`config.mk`:
```
export PLATFORM = sky130hd
export DESIGN_NAME = hack_mem_arbiter_flat
export DESIGN_NICKNAME = d
export VERILOG_FILES = /design/src/rtl/hack_mem_arbiter_if.sv /design/src/rtl/hack_mem_arbiter.sv /design/src/flat_wrapper.sv
export SDC_FILE = /design/constraint.sdc
export NUM_CORES = 1
export LEC_CHECK = 0
export BUFFER_PORTS_ARGS = -buffer_cell sky130_fd_sc_hd__buf_4
export CORE_ASPECT_RATIO = 1.2
export CORE_MARGIN = 5
export CORE_UTILIZATION = 40
export CTS_BUF_LIST = sky130_fd_sc_hd__clkbuf_8
export DETAILED_ROUTE_END_ITERATION = 8
export PLACE_DENSITY = 0.79
export REMOVE_ABC_BUFFERS = 1
export SYNTH_ARGS = -nofsm -noshare
export SYNTH_HDL_FRONTEND = slang
export SYNTH_SLANG_ARGS = --single-unit
```
`constraint.sdc`:
```
create_clock -name clk -period 1.68 [get_ports clk]
set_input_delay 0.168 -clock clk [delete_from_list [all_inputs] [get_ports clk]]
set_output_delay 0.168 -clock clk [all_outputs]
set_load 0.01 [all_outputs]
```
`src/rtl/hack_mem_arbiter_if.sv`:
```
`default_nettype none
// ============================================================================
//  hack_mem_arbiter_if
//  CPU, debug and RAM-side signals of the Hack data-RAM arbiter.
//  Revision: 1.0
// ============================================================================
interface hack_mem_arbiter_if #(
   parameter int ADDR_W = 15,
   parameter int DATA_W = 16
);
   logic              cpu_req;
   logic              cpu_we;
   logic [ADDR_W-1:0] cpu_addr;
   logic [DATA_W-1:0] cpu_wdata;
   logic              cpu_ready;
   logic [DATA_W-1:0] cpu_rdata;

   logic              dbg_req;
   logic              dbg_we;
   logic [ADDR_W-1:0] dbg_addr;
   logic [DATA_W-1:0] dbg_wdata;
   logic              dbg_ready;
   logic [DATA_W-1:0] dbg_rdata;

   logic              ram_en;
   logic              ram_we;
   logic [ADDR_W-1:0] ram_addr;
   logic [DATA_W-1:0] ram_wdata;
   logic [DATA_W-1:0] ram_rdata;

   // Arbiter side
   modport slave (
      input  cpu_req, cpu_we, cpu_addr, cpu_wdata,
      output cpu_ready, cpu_rdata,
      input  dbg_req, dbg_we, dbg_addr, dbg_wdata,
      output dbg_ready, dbg_rdata,
      output ram_en, ram_we, ram_addr, ram_wdata,
      input  ram_rdata
   );

   // Requester / RAM side
   modport master (
      output cpu_req, cpu_we, cpu_addr, cpu_wdata,
      input  cpu_ready, cpu_rdata,
      output dbg_req, dbg_we, dbg_addr, dbg_wdata,
      input  dbg_ready, dbg_rdata,
      input  ram_en, ram_we, ram_addr, ram_wdata,
      output ram_rdata
   );
endinterface
`default_nettype wire

```
`src/rtl/hack_mem_arbiter.sv`:
```
`default_nettype none
// ============================================================================
//  hack_mem_arbiter
//  Serializes CPU and debug accesses to the single-port Hack data RAM.
//  Revision: 1.0
// ============================================================================
module hack_mem_arbiter #(
   parameter int ADDR_W       = 15,
   parameter int DATA_W       = 16,
   parameter bit DBG_PRIORITY = 1'b0
) (
   input  wire               clk,
   input  wire               reset,
   hack_mem_arbiter_if.slave bus,
   output logic [15:0]       cpu_wait_cycles
);
   localparam logic [1:0] S_IDLE  = 2'd0;
   localparam logic [1:0] S_ISSUE = 2'd1;
   localparam logic [1:0] S_DONE  = 2'd2;

   localparam logic GNT_CPU = 1'b0;
   localparam logic GNT_DBG = 1'b1;

   logic [1:0]        state_q, state_d;
   logic              we_q, we_d;
   logic [ADDR_W-1:0] addr_q, addr_d;
   logic [DATA_W-1:0] wdata_q, wdata_d;
   logic              grant_q, grant_d;
   logic              last_grant_q, last_grant_d;
   logic [15:0]       wait_q, wait_d;
   logic              pick_dbg;

   // Debug wins when alone, when it has priority, or when the CPU had the last turn.
   assign pick_dbg = bus.dbg_req &&
                     (!bus.cpu_req || DBG_PRIORITY || (last_grant_q == GNT_CPU));

   always_ff @(posedge clk or posedge reset) begin
      if (reset) begin
         state_q      <= S_IDLE;
         we_q         <= 1'b0;
         addr_q       <= '0;
         wdata_q      <= '0;
         grant_q      <= GNT_CPU;
         last_grant_q <= GNT_DBG;
         wait_q       <= '0;
      end else begin
         state_q      <= state_d;
         we_q         <= we_d;
         addr_q       <= addr_d;
         wdata_q      <= wdata_d;
         grant_q      <= grant_d;
         last_grant_q <= last_grant_d;
         wait_q       <= wait_d;
      end
   end

   always_comb begin
      state_d      = state_q;
      we_d         = we_q;
      addr_d       = addr_q;
      wdata_d      = wdata_q;
      grant_d      = grant_q;
      last_grant_d = last_grant_q;
      case (state_q)
         S_IDLE: begin
            if (bus.cpu_req || bus.dbg_req) begin
               state_d = S_ISSUE;
               if (pick_dbg) begin
                  grant_d = GNT_DBG;
                  we_d    = bus.dbg_we;
                  addr_d  = bus.dbg_addr;
                  wdata_d = bus.dbg_wdata;
               end else begin
                  grant_d = GNT_CPU;
                  we_d    = bus.cpu_we;
                  addr_d  = bus.cpu_addr;
                  wdata_d = bus.cpu_wdata;
               end
            end
         end
         S_ISSUE: state_d = S_DONE;
         S_DONE: begin
            state_d      = S_IDLE;
            last_grant_d = grant_q;
         end
         default: state_d = S_IDLE;
      endcase
   end

   always_comb begin
      bus.ram_en    = 1'b0;
      bus.ram_we    = 1'b0;
      bus.ram_addr  = addr_q;
      bus.ram_wdata = wdata_q;
      bus.cpu_ready = 1'b0;
      bus.cpu_rdata = '0;
      bus.dbg_ready = 1'b0;
      bus.dbg_rdata = '0;
      case (state_q)
         S_ISSUE: begin
            bus.ram_en = 1'b1;
            bus.ram_we = we_q;
         end
         S_DONE: begin
            if (grant_q == GNT_CPU) begin
               bus.cpu_ready = 1'b1;
               bus.cpu_rdata = we_q ? '0 : bus.ram_rdata;
            end else begin
               bus.dbg_ready = 1'b1;
               bus.dbg_rdata = we_q ? '0 : bus.ram_rdata;
            end
         end
         default: ;
      endcase
   end

   always_comb begin
      wait_d = wait_q;
      if (bus.cpu_req && !bus.cpu_ready && (wait_q != 16'hFFFF))
         wait_d = wait_q + 16'd1;
   end

   assign cpu_wait_cycles = wait_q;

endmodule
`default_nettype wire

```
`src/flat_wrapper.sv`:
```
// flat-port wrapper written by rule: the top's interface ports become plain ports
module hack_mem_arbiter_flat 
#(
   parameter int ADDR_W       = 15,
   parameter int DATA_W       = 16,
   parameter bit DBG_PRIORITY = 1'b0
)
  (clk, reset, cpu_wait_cycles, bus_cpu_req, bus_cpu_we, bus_cpu_addr, bus_cpu_wdata, bus_cpu_ready, bus_cpu_rdata, bus_dbg_req, bus_dbg_we, bus_dbg_addr, bus_dbg_wdata, bus_dbg_ready, bus_dbg_rdata, bus_ram_en, bus_ram_we, bus_ram_addr, bus_ram_wdata, bus_ram_rdata);
  hack_mem_arbiter_if #(.ADDR_W(ADDR_W), .DATA_W(DATA_W)) bus_i ();
  input  wire clk;
  input  wire reset;
  output logic [15:0] cpu_wait_cycles;
  input wire logic [$bits(bus_i.cpu_req)-1:0] bus_cpu_req;
  input wire logic [$bits(bus_i.cpu_we)-1:0] bus_cpu_we;
  input wire logic [$bits(bus_i.cpu_addr)-1:0] bus_cpu_addr;
  input wire logic [$bits(bus_i.cpu_wdata)-1:0] bus_cpu_wdata;
  output wire logic [$bits(bus_i.cpu_ready)-1:0] bus_cpu_ready;
  output wire logic [$bits(bus_i.cpu_rdata)-1:0] bus_cpu_rdata;
  input wire logic [$bits(bus_i.dbg_req)-1:0] bus_dbg_req;
  input wire logic [$bits(bus_i.dbg_we)-1:0] bus_dbg_we;
  input wire logic [$bits(bus_i.dbg_addr)-1:0] bus_dbg_addr;
  input wire logic [$bits(bus_i.dbg_wdata)-1:0] bus_dbg_wdata;
  output wire logic [$bits(bus_i.dbg_ready)-1:0] bus_dbg_ready;
  output wire logic [$bits(bus_i.dbg_rdata)-1:0] bus_dbg_rdata;
  output wire logic [$bits(bus_i.ram_en)-1:0] bus_ram_en;
  output wire logic [$bits(bus_i.ram_we)-1:0] bus_ram_we;
  output wire logic [$bits(bus_i.ram_addr)-1:0] bus_ram_addr;
  output wire logic [$bits(bus_i.ram_wdata)-1:0] bus_ram_wdata;
  input wire logic [$bits(bus_i.ram_rdata)-1:0] bus_ram_rdata;
  assign bus_i.cpu_req = bus_cpu_req;
  assign bus_i.cpu_we = bus_cpu_we;
  assign bus_i.cpu_addr = bus_cpu_addr;
  assign bus_i.cpu_wdata = bus_cpu_wdata;
  assign bus_cpu_ready = bus_i.cpu_ready;
  assign bus_cpu_rdata = bus_i.cpu_rdata;
  assign bus_i.dbg_req = bus_dbg_req;
  assign bus_i.dbg_we = bus_dbg_we;
  assign bus_i.dbg_addr = bus_dbg_addr;
  assign bus_i.dbg_wdata = bus_dbg_wdata;
  assign bus_dbg_ready = bus_i.dbg_ready;
  assign bus_dbg_rdata = bus_i.dbg_rdata;
  assign bus_ram_en = bus_i.ram_en;
  assign bus_ram_we = bus_i.ram_we;
  assign bus_ram_addr = bus_i.ram_addr;
  assign bus_ram_wdata = bus_i.ram_wdata;
  assign bus_i.ram_rdata = bus_ram_rdata;
  hack_mem_arbiter #(.ADDR_W(ADDR_W), .DATA_W(DATA_W), .DBG_PRIORITY(DBG_PRIORITY)) u_core (.clk(clk), .reset(reset), .bus(bus_i), .cpu_wait_cycles(cpu_wait_cycles));
endmodule
```
==> flow_summary.yaml, run 1 <==
grt:
  grt_pass1_wl_mm: 13.2
  first_global_vias: 2814
  grt_overflow: 0
  antenna_found_initial: 0
  grt_max_degree: 49
  grt_util_all_layers_pct: 19.0
synth:
  synth_area_leader_cell: "dfrtp_1"
  synthesis.area_um2: 2690
  yosysSeqAreaShare_pct: 48.5
  synth_seq_cells: 52
  synthFlopType: "dfrtp_1"
  syn-mean-instance-area_um2: 9.43
  synth_cells: 285
  ys_top_cells_by_area: "dfrtp_1 47%, mux2i_1 12%, nor2_1 9.2%"
  synth-edff-count: 0
  yosys.area.top_type_share_pct: 47.5
  ys.warnings.count: 0
  ys_types: 32
  async_reset_ff_share_pct: 100
worst_hold_path:
  hold_path.class: "input pin to flip-flop"
  hold-path-cell-count: 3
sta:
  rsz0062_at_grt: "yes"
  period_needed_ns: 1.78
  finalHoldViolCount: 0
  report.final.slew_viol_count: 0
  max_freq_ghz: 0.563
  worstMarginPinSlew_ns: 0.440
  worst_clock_skew_ns: 0.00386
  setup-violations-final: 34
  slew_headroom_pct: 70.5
  fin_ws_ns: -0.0957
  fin_crit_sh_pct: 106
power_and_ir_drop:
  power.share.switching_pct: 38.8
  power.internal_uw: 3750
  pwr-share-seq_pct: 35.2
  leakage_uw: 0.00226
  combPwrFrac_pct: 53.9
  pwr_density_cell_nw_per_um2: 1360
  power_switching_uw: 2380
  ir_drop_mv: 0.827
  power.share.clock_pct: 10.9
drt:
  drcViolationCount: 0
  drtAntennaViolNets: 0
  drtPass1Iterations: 4
  vias_per_cell: 4.94
  routedWlPerCell_um: 15.1
  wl_mm: 8.46
  vias: 2768
  drtIter0Drc: 80
die:
  core-area_um2: 6490
  design.die.area_um2: 8460
  fp.dieH_um: 99.8
  die_w_um: 84.8
  ios: 167
  rows: 32
  initial_core_util_pct: 41.4
status:
  violations: "setup timing"
  status: "complete, but fails checks"
job:
  maxCapViolations: 0
placed_design:
  placed_area_um2: 4180
  dp.cells: 543
  detailed_place_hpwl_mm: 6.28
  routabilityCongestion: 0.814
  numPortBuffers: 166
finish:
  nNetsFinal: 560
  utilization_pct: 69.6
  area_growth_pct: 68.0
  final_cells: 560
  diodes: 0
  design_area_um2: 4510
  drive_gt1_share_pct: 49.3
cts:
  clock_path_buffers: 2
  insertion_delay_ns: 0.30
  cts_buffers: 5
  cts.clk_slew.worst_paths_ns: 0.09
  clkSinkCount: 52
  htreeDepth: 2
  cts_tree: "done"
  cts_root_buf: "clkbuf_8"
setup_path:
  critPathKind: "flip-flop to output pin"
  endpoint_kind: "output pin"
  rr_worst_depth: 4
  cp_max_fo: 19
  cp-start-kind: "flip-flop"
  required_ns: 1.51
  worstPathArrival_ns: 1.61
## stage by stage
step / TNS [ns] / setup slack (ns) / hold WS [ns] / total power (uW)
final: -1.35 / -0.0957 / 0.166 / 6120
after detailed placement: 0 / 0.0335 / 0.0622 / 5130
after global routing: -4.77 / -0.162 / 0.157 / 6600
after floorplan: -89.88 / -2.72 / 0.357 / 3590
after CTS: -1.08 / -0.0479 / 0.155 / 5900
after global placement: 0 / 0.0908 / 0.0604 / 5030
## worst max-delay path, cell delays in order, from the launching register on
cell	delay [ns]
dfrtp_1	0.43
or3b_4	0.43
buf_12	0.17
nor2_1	0.13
buf_4	0.14
## power groups by stage
stage,Clock (uW),Sequential [uW],Combinational (uW)
final,667,2150,3300
after global routing,753,2230,3620
after global placement,0,2120,2910
after floorplan,0,2330,1260
after detailed placement,0,2140,3000
after CTS,691,2120,3090
## area by class of cell
cell class | instances | area (um^2)
Fill cell | 493 | 1970
Timing Repair Buffer | 199 | 1590
Multi-Input combinational cell | 211 | 1420
Sequential cell | 52 | 1300
Tap cell | 85 | 106
Clock buffer | 5 | 68.8
Inverter | 6 | 22.5
Clock inverter | 2 | 8.76
## layout by cell type, fill, tap and decap left out, drive strengths merged, types with 2 or more instances in the layout
cell type	count
nor2	67
and2	3
o21ai	2
nand3	6
nand2b	17
nand2	6
mux2i	33
or3	2
xnor2	5
clkbuf	6
a21oi	33
nor3	4
or3b	2
xor2	9
inv	7
nor2b	2
nand4	6
nor4	5
dfrtp	51
and4	2
buf	197
## sequential cells by signal, summed over array words and instances (netlist names)
register,flops
u_core.grant_q,1
u_core.cpu_wait_cycles,16
u_core.last_grant_q,1
u_core.bus.ram_addr,15
u_core.bus.ram_wdata,16
u_core.state_q,2
u_core.we_q,1
## cell usage after synthesis, types with 2 or more instances
library cell	n
nand2b_1	17
mux2i_1	33
nor2b_1	2
xnor2_1	5
nand3_1	6
or3_1	2
o21ai_0	2
a21oi_1	33
nand2_1	6
clkbuf_1	4
nor3_1	4
nor2_1	66
and4_1	2
buf_2	6
inv_1	6
nor4_1	5
dfrtp_1	51
buf_1	6
xor2_1	9
or3b_1	2
nand4_1	5
and2_1	3
## worst paths after layout
path | startpoint | end | slack (ns)
setup reg to reg | u_core.state_q[1]$_DFFE_PP0P_ | u_core.cpu_wait_cycles[1]$_DFFE_PP0P_ | -0.01
hold / removal | bus_cpu_wdata[9] | u_core.bus.ram_wdata[9]$_DFFE_PP0P_ | 0.17
min in group asynchronous | reset | u_core.cpu_wait_cycles[4]$_DFFE_PP0P_ | 0.31
max in group asynchronous | reset | u_core.last_grant_q$_DFFE_PP1N_ | 0.85
hold reg to reg | u_core.last_grant_q$_DFFE_PP1N_ | u_core.last_grant_q$_DFFE_PP1N_ | 0.52
setup / recovery | u_core.state_q[1]$_DFFE_PP0P_ | bus_cpu_rdata[13] | -0.1
## logic make-up (layout without fill, tap and decap cells)
group,count (synthesis),in the layout,share of synthesized area [%]
and+or+nand+nor,125,125,23.2
DFF,52,52,48.5
AOI/OAI and AO/OA,37,37,7.08
muxes,34,34,12.8
buffers and inverters,22,212,3.35
xor gates and xnor gates,14,14,4.56
adders and majority gates,1,1,0.465
## metal layers
metal / global-route usage (%) / vias to the layer above / share of wire (%)
met5: 0 / - / 0
met4: 4.87 / 0 / 0.85
met3: 5.83 / 8 / 8.4
met2: 32.6 / 115 / 53
met1: 23.3 / 1301 / 38
li1: - / 1344 / -
## repair_timing
item                                    in CTS  in global routing
cloned                                       0                  1
endpoints found under the hold margin       41                  0
setup buffers                                4                  4
endpoints found under the setup margin      33                 40
hold buffers                                 1                  0
resized for setup                            5                 38
pin swaps                                    0                 12
No activity file was read; power rests on OpenSTA's default activity.
==> run 2: changes to the inputs <==
--- a/config.mk
+++ b/config.mk
@@ -8,10 +8,10 @@
 export BUFFER_PORTS_ARGS = -buffer_cell sky130_fd_sc_hd__buf_4
 export CORE_ASPECT_RATIO = 1.2
 export CORE_MARGIN = 5
-export CORE_UTILIZATION = 40
-export CTS_BUF_LIST = sky130_fd_sc_hd__clkbuf_8
+export CORE_UTILIZATION = 39
+export CTS_BUF_LIST = sky130_fd_sc_hd__clkbuf_16
 export DETAILED_ROUTE_END_ITERATION = 8
-export PLACE_DENSITY = 0.79
+export PLACE_DENSITY = 0.77
 export REMOVE_ABC_BUFFERS = 1
 export SYNTH_ARGS = -nofsm -noshare
 export SYNTH_HDL_FRONTEND = slang
==> flow_summary.yaml, run 2 (synthesis gave the netlist of run 1 again) <==
power_and_ir_drop:
  pwr_density_cell_nw_per_um2: 1400
  leakage_uw: 0.00230
  ir_drop_mv: 0.714
sta:
  slew_headroom_pct: 70.8
  fin_crit_sh_pct: 103
  finalHoldViolCount: 0
  max_freq_ghz: 0.581
  setup-violations-final: 27
  worst_clock_skew_ns: 0.00413
  period_needed_ns: 1.72
  report.final.slew_viol_count: 0
  fin_ws_ns: -0.0424
  worstMarginPinSlew_ns: 0.439
  holdWs_ns: 0.176
  rsz0062_at_grt: "yes"
drt:
  drcViolationCount: 0
  drtIter0Drc: 91
  wl_mm: 8.23
  vias: 2746
  drtPass1Iterations: 4
  drtAntennaViolNets: 0
  routedWlPerCell_um: 14.6
  vias_per_cell: 4.87
cts:
  htreeDepth: 2
  insertion_delay_ns: 0.29
  cts.clk_slew.worst_paths_ns: 0.07
  clock_path_buffers: 2
  cts_tree: "done"
  cts_root_buf: "clkbuf_16"
  cts_buffers: 5
  clkSinkCount: 52
setup_path:
  endpoint_kind: "output pin"
  cp_max_fo: 6
  required_ns: 1.51
  worstPathArrival_ns: 1.55
  cpMaxStageDelayCell: "dfrtp_2"
  path_cells: "or3_4, buf_8, nor2_2, buf_4"
  critPathKind: "flip-flop to output pin"
  cp-start-kind: "flip-flop"
  max_stage_delay_ns: 0.43
finish:
  design_area_um2: 4620
  area_growth_pct: 72.0
  nFillCells: 541
  utilization_pct: 68.3
  diodes: 0
  final_common_cell: "buf_4"
  drive_gt1_share_pct: 51.6
  nNetsFinal: 562
  final_cell_mix: "185 x buf_4, 50 x dfrtp_1, 42 x nor2_1"
placed_design:
  routabilityCongestion: 0.816
  numPortBuffers: 166
  placed_area_um2: 4210
  detailed_place_hpwl_mm: 6.20
die:
  die_w_um: 85.8
  core-area_um2: 6770
  fp.dieH_um: 101
  ios: 167
  rows: 33
  initial_core_util_pct: 39.7
  design.die.area_um2: 8660
status:
  violations: "setup timing"
  status: "complete, but fails checks"
grt:
  top_usage_layer: "met2"
  first_global_vias: 2845
  antenna_found_initial: 0
  grt_pass1_wl_mm: 13.1
  met2_usage_pct: 33.6
  use_met3_pct: 5.72
  grt_util_all_layers_pct: 18.9
  use_met1_pct: 21.2
  grt_max_degree: 35
  grt_overflow: 0
job:
  maxCapViolations: 0
worst_hold_path:
  hold_path.class: "input pin to flip-flop"
run 2: cell types whose count changed in the layout (fill, tap and decap cells not counted), sizes merged:
cell	previous run	this run
buf	197	199
clkinv	1	2
inv	7	6
run 2: layout make-up:
type | instances | area (um^2) | share of cell area, %
Tap cell | 87 | 109 | 2.36
Timing Repair Buffer | 201 | 1620 | 35.1
Sequential cell | 52 | 1300 | 28.2
Inverter | 6 | 22.5 | 0.487
Multi-Input combinational cell | 211 | 1430 | 30.9
Clock buffer | 5 | 125 | 2.71
Clock inverter | 2 | 12.5 | 0.271
run 2: worst max-delay path: cells and delay by family, from the launching register on:
family / cells / cell delay, ns
and+or+nand+nor: 2 / 0.53
DFF: 1 / 0.43
buffers and inverters: 2 / 0.29
run 2: final timing paths:
kind                       slack (ns)                       startpoint                                     to  depth (start not counted)
max                             -0.04    u_core.state_q[0]$_DFFE_PP0P_                      bus_dbg_rdata[14]                          4
min                              0.18                 bus_cpu_wdata[7]    u_core.bus.ram_wdata[7]$_DFFE_PP0P_                          3
max in group asynchronous        0.86                            reset        u_core.last_grant_q$_DFFE_PP1N_                          4
min reg2reg                      0.51  u_core.last_grant_q$_DFFE_PP1N_        u_core.last_grant_q$_DFFE_PP1N_                          2
max reg2reg                      0.02    u_core.state_q[0]$_DFFE_PP0P_  u_core.cpu_wait_cycles[1]$_DFFE_PP0P_                          4
min in group asynchronous        0.49                            reset     u_core.bus.ram_addr[0]$_DFFE_PP0P_                          4
run 2: layer usage:
layer  up-vias  wire [um]
met1      1262       3070
li1       1352          -
met4         0        225
met5         -          0
met3        21        666
met2       111       4270
run 2: what timing repair did:
action | in CTS | in global routing
gates cloned | 2 | 1
buffers inserted | 3 | 4
setup endpoints to repair | 35 | 41
pin swaps | 6 | 6
gates resized for setup | 20 | 36
hold endpoints to repair | 51 | 0
hold buffers | 1 | 0
run 2: per-stage QoR:
stage | total power, uW | setup slack [ns] | TNS [ns] | instances
final | 6460 | -0.0424 | -0.551 | 564
after global routing | 6920 | -0.0915 | -2.34 | 564
after CTS | 6320 | -0.0472 | -0.652 | 559
after detailed placement | 5170 | -0.0623 | -0.0623 | 546
after global placement | 5070 | 0.0727 | 0 | 546
after floorplan | 3590 | -2.72 | -89.88 | 269
run 2: power by group:
| group | internal, uW | leakage, uW | total, uW | switching, uW |
|---|---|---|---|---|
| Clock | 542 | 0.0000673 | 986 | 444 |
| Sequential | 1770 | 0.000605 | 2130 | 360 |
| Combinational | 1720 | 0.00162 | 3340 | 1620 |
| Total | 4040 | 0.00230 | 6460 | 2420 |
==> run 3: changes to the inputs <==
--- a/config.mk
+++ b/config.mk
@@ -7,7 +7,7 @@
 export LEC_CHECK = 0
 export BUFFER_PORTS_ARGS = -buffer_cell sky130_fd_sc_hd__buf_4
 export CORE_ASPECT_RATIO = 1.2
-export CORE_MARGIN = 5
+export CORE_MARGIN = 8
 export CORE_UTILIZATION = 39
 export CTS_BUF_LIST = sky130_fd_sc_hd__clkbuf_16
 export DETAILED_ROUTE_END_ITERATION = 8
==> flow_summary.yaml, run 3 (synthesis gave the netlist of run 1 again) <==
drt:
  drtPass1Iterations: 4
  routedWlPerCell_um: 15.8
  wl_mm: 8.75
  vias: 2743
  vias_per_cell: 4.94
  drcViolationCount: 0
  drtAntennaViolNets: 0
  drtIter0Drc: 81
finish:
  final_cell_mix: "182 x buf_4, 51 x dfrtp_1, 49 x nor2_1"
  area_growth_pct: 66.2
  final_common_cell: "buf_4"
  design_area_um2: 4470
  nFillCells: 590
  diodes: 0
  drive_gt1_share_pct: 48.7
  final_cells: 555
  nNetsFinal: 552
die:
  fp.dieH_um: 107
  rows: 33
  initial_core_util_pct: 39.7
  ios: 167
  core-area_um2: 6770
  die_w_um: 91.8
  design.die.area_um2: 9810
setup_path:
  required_ns: 1.51
  endpoint_kind: "output pin"
  crit_family: "simple AND/OR/NAND/NOR gates"
  max_stage_delay_ns: 0.45
  cpMaxStageDelayCell: "or3b_4"
  worstPathArrival_ns: 1.55
  path_cells: "or3b_4, clkbuf_16, nor2_2, buf_4"
  cp-start-kind: "flip-flop"
  path_buf_inv: 2
  critPathKind: "flip-flop to output pin"
  cp_max_fo: 8
grt:
  grt_util_all_layers_pct: 16.8
  first_global_vias: 2849
  grt_pass1_wl_mm: 13.6
  grt_overflow: 0
  antenna_found_initial: 0
  grt_max_degree: 67
sta:
  rsz0062_at_grt: "yes"
  setup-violations-final: 16
  finalHoldViolCount: 0
  timing.setup.tns_ns: -0.270
  max_freq_ghz: 0.582
  worstMarginPinSlew_ns: 0.485
  holdWs_ns: 0.174
  slew_headroom_pct: 67.7
  period_needed_ns: 1.72
  worst_clock_skew_ns: 0.00629
  report.final.slew_viol_count: 0
  fin_ws_ns: -0.0385
  fin_crit_sh_pct: 102
placed_design:
  numPortBuffers: 166
  detailed_place_hpwl_mm: 6.63
  placed_area_um2: 4140
  dp.cells: 537
  dp_worst_setup_slack_ns: -0.0119
  routabilityCongestion: 0.868
job:
  maxCapViolations: 0
cts:
  cts_root_buf: "clkbuf_16"
  clock_path_buffers: 2
  htreeDepth: 2
  cts_buffers: 5
  cts_tree: "done"
  insertion_delay_ns: 0.29
  cts.clk_slew.worst_paths_ns: 0.07
  clkSinkCount: 52
worst_hold_path:
  hold_path.class: "input pin to flip-flop"
status:
  status: "complete, but fails checks"
  violations: "setup timing"
power_and_ir_drop:
  leakage_uw: 0.00224
  pwr_density_cell_nw_per_um2: 1420
  ir_drop_mv: 0.801
[run 3: power breakdown]
part	internal (uW)	total [uW]	switching (uW)
clock network	550	987	437
logic	1630	3200	1570
registers	1770	2140	364
total	3950	6330	2370
[run 3: worst register-to-register path, delay by kind of cell (launching register included)]
family / cells / cell delay (ns)
flip-flops: 1 / 0.40
multiplexers: 1 / 0.31
AND/OR/NAND/NOR: 3 / 0.89
[run 3: layer usage]
metal  wire length, um  part of all wire (%)  global-route usage, %  up-vias
met5                 0                     0                      0        -
met4               131                   1.5                   4.61        0
met3               813                   9.3                   6.85       14
met2              4520                    52                   29.6      107
met1              3280                    37                   18.1     1290
li1                  -                     -                      -     1332
[run 3: path summary, 6_finish.rpt]
check | startpoint | end | slack [ns] | cells past startpoint
max | u_core.state_q[0]$_DFFE_PP0P_ | bus_cpu_rdata[15] | -0.04 | 4
max reg2reg | u_core.state_q[0]$_DFFE_PP0P_ | u_core.cpu_wait_cycles[1]$_DFFE_PP0P_ | -0.03 | 4
min | bus_cpu_wdata[15] | u_core.bus.ram_wdata[15]$_DFFE_PP0P_ | 0.17 | 3
max in group asynchronous | reset | u_core.cpu_wait_cycles[0]$_DFFE_PP0P_ | 0.68 | 4
min reg2reg | u_core.cpu_wait_cycles[15]$_DFFE_PP0P_ | u_core.cpu_wait_cycles[15]$_DFFE_PP0P_ | 0.52 | 1
min in group asynchronous | reset | u_core.bus.ram_wdata[12]$_DFFE_PP0P_ | 0.47 | 3
[run 3: area by class of cell]
type	count	area [um^2]	area share (%)
repair buffers	191	1520	33.9
flip-flops and latches	52	1300	29.2
clock buffers	5	125	2.80
clock inverters	3	17.5	0.392
well taps	87	109	2.44
inverters	6	22.5	0.504
multi-input cells	211	1370	30.8
[run 3: through the flow]
stage / util [%] / power [uW]
6_report: 65.9 / 6330
5_1_grt: 65.9 / 6790
4_1_cts: 64.0 / 6190
3_5_place_dp: 61.1 / 5110
3_3_place_gp: 61.1 / 5010
2_1_floorplan: - / 3590
[run 3: what timing repair did]
item,in CTS,in global routing
buffers inserted,4,4
pin swaps,0,4
gates resized for setup,5,25
hold buffers,1,0
hold endpoints to repair,20,0
gates cloned,0,1
setup endpoints to repair,33,41
